**config.mk**
```make
export PLATFORM = sky130hd
export DESIGN_NAME = countdown_timer
export DESIGN_NICKNAME = d
export VERILOG_FILES = /design/src/rtl/countdown_timer.sv
export SDC_FILE = /design/constraint.sdc
export NUM_CORES = 1
export LEC_CHECK = 0
export ABC_AREA = 1
export BUFFER_PORTS_ARGS = -buffer_cell sky130_fd_sc_hd__buf_2
export CAP_MARGIN = 20
export CORE_MARGIN = 4
export CORE_UTILIZATION = 40
export CTS_CLUSTER_SIZE = 28
export DETAILED_ROUTE_END_ITERATION = 12
export PLACE_DENSITY = 0.71
export SYNTH_ARGS = -nofsm -noshare
export SYNTH_HDL_FRONTEND = slang
export SYNTH_SLANG_ARGS = --single-unit
export TNS_END_PERCENT = 20
```
**constraint.sdc**
```tcl
create_clock -name clock_i -period 4.6 [get_ports clock_i]
set_clock_uncertainty 0.2 [all_clocks]
set_input_delay 0.92 -clock clock_i [delete_from_list [all_inputs] [get_ports clock_i]]
set_output_delay 0.92 -clock clock_i [all_outputs]
set_load 0.02 [all_outputs]
```
**src/rtl/countdown_timer.sv**
```systemverilog
// BCD countdown timer with run/pause control, miss penalties and a
// multiplexed active-low 7-segment display driver.
module countdown_timer #(
  parameter int DIGITS    = 8,
  parameter int TICK_DIV  = 5000,
  parameter int PEN_DIGIT = 1,
  parameter int DP_POS    = 4,
  parameter int SCAN_BITS = 14
) (
  input  logic                  clock_i,
  input  logic                  reset_i,
  input  logic                  load_i,
  input  logic [4*DIGITS-1:0]   load_value_i,
  input  logic                  start_i,
  input  logic                  miss_i,
  output logic [4*DIGITS-1:0]   value_o,
  output logic                  running_o,
  output logic                  fail_o,
  output logic                  expired_o,
  output logic [6:0]            seg_o,
  output logic                  dp_o,
  output logic [DIGITS-1:0]     an_o
);

  localparam int CW    = 4 * DIGITS;
  localparam int IDX_W = $clog2(DIGITS);
  localparam int PW    = (TICK_DIV > 1) ? $clog2(TICK_DIV) : 1;
  localparam logic [IDX_W:0] DIG_CNT = (IDX_W+1)'(DIGITS);
  localparam logic [IDX_W:0] DP_IDX  = (IDX_W+1)'(DP_POS);

  typedef enum logic [1:0] {IDLE, RUN, PAUSED, EXPIRED} state_t;

  state_t          state_q, state_d;
  logic [CW-1:0]   count_q, count_d;
  logic [PW-1:0]   presc_q, presc_d;
  logic            pend_q, pend_d;
  logic            fail_q, fail_d;
  logic            expired_q, expired_d;
  logic            running_q, running_d;
  logic            init_q;
  logic            miss_s1_q, miss_s2_q;
  logic [SCAN_BITS-1:0] scan_q;

  logic            tick, miss_edge, dec;
  logic [CW-1:0]   adj;
  logic            pend_adj;

  // Subtract 10^k with borrow rippling upward from digit k; saturate at 0
  // when every digit at or above k is already zero.
  function automatic logic [CW-1:0] bcd_sub_pow(input logic [CW-1:0] v, input int k);
    logic [CW-1:0] r;
    logic          borrow;
    logic          upper_zero;
    r          = v;
    borrow     = 1'b1;
    upper_zero = 1'b1;
    for (int i = 0; i < DIGITS; i++)
      if (i >= k && v[4*i +: 4] != 4'd0) upper_zero = 1'b0;
    if (upper_zero) begin
      r = '0;
    end else begin
      for (int i = 0; i < DIGITS; i++) begin
        if (i >= k && borrow) begin
          if (v[4*i +: 4] == 4'd0) begin
            r[4*i +: 4] = 4'd9;
          end else begin
            r[4*i +: 4] = v[4*i +: 4] - 4'd1;
            borrow      = 1'b0;
          end
        end
      end
    end
    return r;
  endfunction

  function automatic logic [6:0] seg_decode(input logic [3:0] d);
    case (d)
      4'd0:    return 7'b1000000;
      4'd1:    return 7'b1111001;
      4'd2:    return 7'b0100100;
      4'd3:    return 7'b0110000;
      4'd4:    return 7'b0011001;
      4'd5:    return 7'b0010010;
      4'd6:    return 7'b0000010;
      4'd7:    return 7'b1111000;
      4'd8:    return 7'b0000000;
      4'd9:    return 7'b0010000;
      default: return 7'b0111111;
    endcase
  endfunction

  always_comb begin
    tick      = (state_q == RUN) && (presc_q == PW'(TICK_DIV - 1));
    miss_edge = miss_s1_q & ~miss_s2_q;
    dec       = pend_q | tick;
    // A penalty wins the datapath; a coincident decrement waits in pend.
    if (miss_edge) begin
      adj      = bcd_sub_pow(count_q, PEN_DIGIT);
      pend_adj = dec;
    end else if (dec) begin
      adj      = bcd_sub_pow(count_q, 0);
      pend_adj = pend_q & tick;
    end else begin
      adj      = count_q;
      pend_adj = pend_q;
    end

    state_d   = state_q;
    count_d   = count_q;
    presc_d   = presc_q;
    pend_d    = pend_q;
    fail_d    = fail_q;
    expired_d = 1'b0;

    if (init_q || load_i) begin
      state_d = IDLE;
      count_d = load_value_i;
      presc_d = '0;
      pend_d  = 1'b0;
      fail_d  = 1'b0;
    end else begin
      case (state_q)
        IDLE: begin
          presc_d = '0;
          if (start_i) state_d = RUN;
        end
        RUN: begin
          presc_d = tick ? '0 : presc_q + PW'(1);
          if (count_q == '0) begin
            state_d   = EXPIRED;
            expired_d = 1'b1;
            fail_d    = 1'b1;
            pend_d    = 1'b0;
          end else begin
            count_d = adj;
            pend_d  = pend_adj;
            if (adj == '0) begin
              state_d   = EXPIRED;
              expired_d = 1'b1;
              fail_d    = 1'b1;
              pend_d    = 1'b0;
            end else if (!start_i) begin
              state_d = PAUSED;
            end
          end
        end
        PAUSED: begin
          count_d = adj;
          pend_d  = pend_adj;
          if (start_i) state_d = RUN;
        end
        default: begin
          presc_d = '0;
          pend_d  = 1'b0;
        end
      endcase
    end
    running_d = (state_d == RUN);
  end

  // init_q makes the first edge after reset release sample load_value_i.
  always_ff @(posedge clock_i or posedge reset_i) begin
    if (reset_i) begin
      state_q   <= IDLE;
      count_q   <= '0;
      presc_q   <= '0;
      pend_q    <= 1'b0;
      fail_q    <= 1'b0;
      expired_q <= 1'b0;
      running_q <= 1'b0;
      init_q    <= 1'b1;
      miss_s1_q <= 1'b0;
      miss_s2_q <= 1'b0;
      scan_q    <= '0;
    end else begin
      state_q   <= state_d;
      count_q   <= count_d;
      presc_q   <= presc_d;
      pend_q    <= pend_d;
      fail_q    <= fail_d;
      expired_q <= expired_d;
      running_q <= running_d;
      init_q    <= 1'b0;
      miss_s1_q <= miss_i;
      miss_s2_q <= miss_s1_q;
      scan_q    <= scan_q + SCAN_BITS'(1);
    end
  end

  logic [IDX_W-1:0] idx_raw, idx;
  logic [3:0]       digit;

  always_comb begin
    idx_raw = scan_q[SCAN_BITS-1 -: IDX_W];
    idx     = idx_raw;
    if ({1'b0, idx_raw} >= DIG_CNT) idx = idx_raw - IDX_W'(DIGITS);
    digit = count_q[4*idx +: 4];
    an_o  = ~(DIGITS'(1) << idx);
    seg_o = seg_decode(digit);
    dp_o  = ({1'b0, idx} == DP_IDX) ? 1'b0 : 1'b1;
  end

  assign value_o   = count_q;
  assign running_o = running_q;
  assign fail_o    = fail_q;
  assign expired_o = expired_q;

endmodule

```
### After elaboration in Yosys (flattened, before gate mapping)

Memories as Yosys holds them, arrays and structs flattened.
Index checks and enable logic that the tools add are counted.

| storage, ports and cells | value |
|---|---|
| memory bits (read-only) | 112 |
| flip-flop bits (word level) | 68 |
| logic and storage cells | 186 |
| output and inout port bits | 51 |
| memories | 1 |

| cells by class | value |
|---|---|
| shifts and indexed selects | 2 |
| eq/ne operators | 8 |
| $add $sub $neg | 10 |
| bitwise operators | 5 |
| muxes and demuxes | 122 |
| reductions and logical operators | 27 |

Memory list:

| memory | words | width | rd ports | clocked after memory_dff | wr ports | line | source |
|---|---|---|---|---|---|---|---|
| (no name shown) | 16 | 7 | 1 | 0 | 0 | 77 | `case (d)` |

Operators with widths:

| kind | count |
|---|---|
| 32-bit two-way mux | 5 |
| 4-bit two-way mux | 22 |
| 1-bit two-way mux | 83 |
| 32-bit logical NOT | 2 |
| 32-bit case mux with 2 select lines | 1 |
| 4-bit logical NOT | 8 |
| 4-bit nonzero test | 8 |
| 32-bit by 6-bit indexed part select with 4-bit output | 1 |
| 4-bit by 1-bit subtractor with 4-bit output (second input constant) | 8 |
| 28-bit two-way mux | 1 |
| 13-bit two-way mux | 2 |
| 13-bit case mux with 2 select lines | 1 |
| 14-bit by 1-bit adder with 14-bit output (second input constant) | 1 |
| 13-bit by 1-bit adder with 13-bit output (second input constant) | 1 |
| 13-bit == test (second input constant) | 1 |
| 2-bit two-way mux | 5 |
| 8-bit inverter | 1 |
| 1-bit by 3-bit << shifter with 8-bit output (first input constant) | 1 |
| 3-bit nonzero test | 2 |
| 2-bit by 1-bit == test with 1-bit output (second input constant) | 2 |
| 2-bit != test (second input constant) | 2 |
| 2-bit case mux with 2 select lines | 1 |
| 2-bit AND reduction | 2 |
| 3-bit == test (second input constant) | 1 |
| other kinds (11) | 12 |

### Depth between registers and ports, before layout

| depth | value |
|---|---|
| word-level depth | 48 |
| mapped depth | 24 |

### Worst setup path after synthesis

No wires, ideal clock.

| timing path | value |
|---|---|
| kind | reg-to-output |
| from | reg scan_q[11] |
| to | out seg_o[3] |
| arrival | 2.373 ns |
| cell stages (with the launch flop) | 12 |
| slack | 1.107 ns |
| data required time | 3.480 ns |
| path buffers | 0 |
| cell sequence | dfrtp_1 > inv_1 > nor2_1 > inv_1 > nor2_1 > a211oi_1 > o21ai_0 > inv_1 > ha_1 > nand2_1 > inv_1 > o21ai_0 |

| between the ends | value |
|---|---|
| cells in the longest elaborated chain, start to end | 2 |

RTL lines:

| what | line | source |
|---|---|---|
| start, declared | 42 | `logic [SCAN_BITS-1:0] scan_q;` |
| start signal, assigned | 186 | `scan_q <= scan_q + SCAN_BITS'(1);` |
| 32-bit by 6-bit indexed part select with 4-bit output | 197 | `digit = count_q[4*idx +: 4];` |
| memory 16 x 7 bit | -- |  |
| end, declared | 20 | `output logic [6:0] seg_o,` |

No other way between the ends.

### Worst setup path after layout

| timing path | value |
|---|---|
| from | reg scan_q[11] |
| to | out seg_o[5] |

The elaborated chain is that of the path after synthesis.

==> summary.txt <==
CTS
  • CTS tree: done
  • Post-CTS Setup Inserts: 0
  • Hold buffer count at CTS: 0
  • Clk slew on worst S/H paths: 60 ps
  • Post_cts resized: 0
  • Clk sinks: 68
  • Clock Latency Late Sink: 350 ps
  • Max clock buf depth: 2
  • CTS Buf Count: 9
  • Root buf cell: clkbuf_16
  • CTS HTree Levels: 3

Die
  • Initial core utilization: 40.6%
  • I/O pins: 88
  • Die area: 15300 um2
  • Die Wd: 124 um
  • Chip height: 124 um
  • Core ar.: 13200 um2
  • Rows: 42

Logic synthesis
  • Number of enable flip-flop cells after synthesis: 0
  • Top post-synthesis cells by area: dfrtp_1 (31%), nand2_1 (11%), nor2_1 (7.2%)
  • Yosys cell types: 49
  • Syn Area/Cell: 6.76 um2
  • Post-synthesis register bit count: 68
  • Prevailing post-synth register cell: dfrtp_1
  • Synth area leader: dfrtp_1
  • Most frequent cell after synthesis: nand2_1
  • Yosys warnings: 0
  • Synthesized area: 5360 um2
  • Synth cell count leaders: nand2_1 (164), nor2_1 (103), inv_1 (86), o21ai_0 (75), nand3_1 (69)
  • Top cell type's share of synthesized area: 31.3%
  • Async SR Flop Fraction: 100%
  • Register area share after synthesis: 31.8%
  • Cells after Synth: 793
  • Post-Syn Nets: 849

Global route
  • Initial antenna violation count: 0
  • Largest net degree at the start of global routing: 51
  • Vias in the first global route: 5223
  • Total GRT Usage: 21.5%
  • GRT overflow: 0
  • First-pass GRT wire length: 25600 um

Finish
  • Ant. Diodes: 0
  • Final core utilization: 47.8%
  • Fillers: 1346
  • Share of cells above drive strength 1: 17.5%
  • # nets final: 930
  • Final instance area: 6310 um2
  • P&R area growth vs syn: 17.7%

Setup path
  • Beginning of the critical path: scan_q[11]$_DFF_PP0_
  • Critical Path End Type: output port
  • Critical Path RT: 3480 ps
  • Crit path max fanout: 7
  • R2r startpoint: value_o[1]$_DFFE_PP0P_
  • Reg-to-reg slack, setup: 1020 ps
  • Critical Path AT: 3000 ps
  • R2r worst-path depth: 19
  • Setup crit start kind: flip-flop
  • CP Class: reg2out
  • RR Endpoint: running_o$_DFF_PP0_

STA
  • Total negative slack: 0 ps
  • Fin. Hold Viols: 0
  • Slew @ Worst Pin: 812 ps
  • Max Fclk: 0.243 GHz
  • Setup ws final: 485 ps
  • Max-slew headroom: 45.8%
  • RSZ-0062 raised after global routing: no
  • Crit path time final: 4120 ps
  • Max-slew violations: 0
  • Period utilization: 89.5%
  • Setup violations, final: 0

Pwr
  • Worst vdd ir: 129 uV
  • Pwr Total: 2.04 mW
  • PwrDens: 323 nW/um2
  • LEAKAGE: 2.99 nW

Placement
  • Area post-placement: 5970 um2
  • Worst slack at placement: 868 ps
  • Hpwl dp: 11900 um
  • IO Port Bufs: 87
  • RD Place Congestion: 0.957

Routing
  • Vias per cell: 5.43
  • Routed vias: 5725
  • Final WL: 15900 um
  • Drt first pass iters: 7
  • Initial DRC Count: 521
  • DRC Markers: 0
  • WL/cell: 15.1 um
  • DRT antenna net count: 0

Status
  • Status: finished, final reports clean

Run
  • MaxCap Viol Count: 0

Worst hold path
  • HP Class: reg2reg
  • Worst hold start: miss_s1_q$_DFF_PP0_
  • Worst hold stages: 0
  • Worst Hold End: miss_s2_q$_DFF_PP0_
area by class of cell:
| class | count | area [um2] | share of cell area (%) |
|---|---|---|---|
| Inverter | 97 | 367 | 5.81 |
| Tap cell | 176 | 220 | 3.49 |
| Timing Repair Buffer | 93 | 480 | 7.61 |
| Clock inverter | 5 | 83.8 | 1.33 |
| Multi-Input combinational cell | 605 | 3200 | 50.8 |
| Clock buffer | 11 | 253 | 4.00 |
| Sequential cell | 68 | 1700 | 27.0 |
worst max path at each step:
| stage | to | slack, ps | cells past startpoint |
|---|---|---|---|
| floorplan | seg_o[3] | 1110 | 11 |
| global placement | seg_o[5] | 980 | 12 |
| detailed placement | seg_o[5] | 870 | 12 |
| CTS | seg_o[5] | 450 | 12 |
| global route | seg_o[5] | 180 | 12 |
| finish | seg_o[5] | 480 | 12 |
stage by stage:
| stage | instances | hold slack, ps |
|---|---|---|
| final | 1055 | 177 |
| after global routing | 1055 | 190 |
| after CTS | 1055 | 179 |
| after detailed placement | 1039 | 164 |
| after global placement | 1039 | 158 |
| after floorplan | 793 | 154 |
metal layers:
metal / track usage [%] / vias to the layer above / routed length, um
met5: 0 / - / 0
met4: 8.65 / 0 / 465
met3: 4.77 / 43 / 1280
met2: 34.0 / 253 / 7240
met1: 28.6 / 2610 / 6930
li1: - / 2819 / -
power breakdown:
part           internal (mW)  total [mW]  switching [mW]
clock network          0.505       0.786           0.281
registers              0.637       0.696          0.0584
logic                  0.180       0.555           0.375
total                   1.32        2.04           0.715
worst max-delay path, stage by stage, from the launching register on:
cell and delay [ps]:
dfrtp_1 380, inv_1 80, nor2_1 390, inv_1 180, nor2_1 120, a211oi_1 60, o21ai_0 470, inv_1 170
ha_1 230, inv_1 50, nor2_1 50, o21ai_0 250, buf_2 220
sequential cells by signal (all words and copies together), names as in the netlist:
signal	flops
fail_o	1
pend_q	1
scan_q	14
init_q	1
running_o	1
value_o	32
miss_s1_q	1
state_q	2
presc_q	13
miss_s2_q	1
expired_o	1
cells in the final DEF (no fill, tap or decap), types with 3 or more instances in the layout:
| cell type | instances |
|---|---|
| o21ai_0 | 75 |
| o211ai_1 | 21 |
| nand3_2 | 3 |
| nor2_4 | 4 |
| nand3_1 | 69 |
| nand2_1 | 164 |
| nor3_1 | 17 |
| buf_4 | 6 |
| buf_2 | 87 |
| or2_2 | 3 |
| nor2_1 | 102 |
| nand2_2 | 7 |
| nand4_1 | 7 |
| o22ai_1 | 22 |
| nor2_2 | 5 |
| dfrtp_1 | 67 |
| nand2_4 | 3 |
| inv_1 | 85 |
| xor2_1 | 15 |
| clkbuf_16 | 9 |
| inv_2 | 10 |
| a211oi_1 | 5 |
| ha_1 | 19 |
| a21oi_1 | 36 |
cell families (layout without fill, tap and decap cells):
group / Yosys count / in the layout / share of synthesized area [%]
adders and majority gates: 19 / 19 / 4.44
and+or+nand+nor: 391 / 391 / 32.9
muxes: 1 / 1 / 0.187
DFF: 68 / 68 / 31.8
other: 1 / 1 / 0.0700
AOI/OAI and AO/OA: 178 / 178 / 19.4
xor gates and xnor gates: 15 / 15 / 2.45
buffers and inverters: 120 / 206 / 8.80
Note: power is estimated with default switching activity, not from simulation.
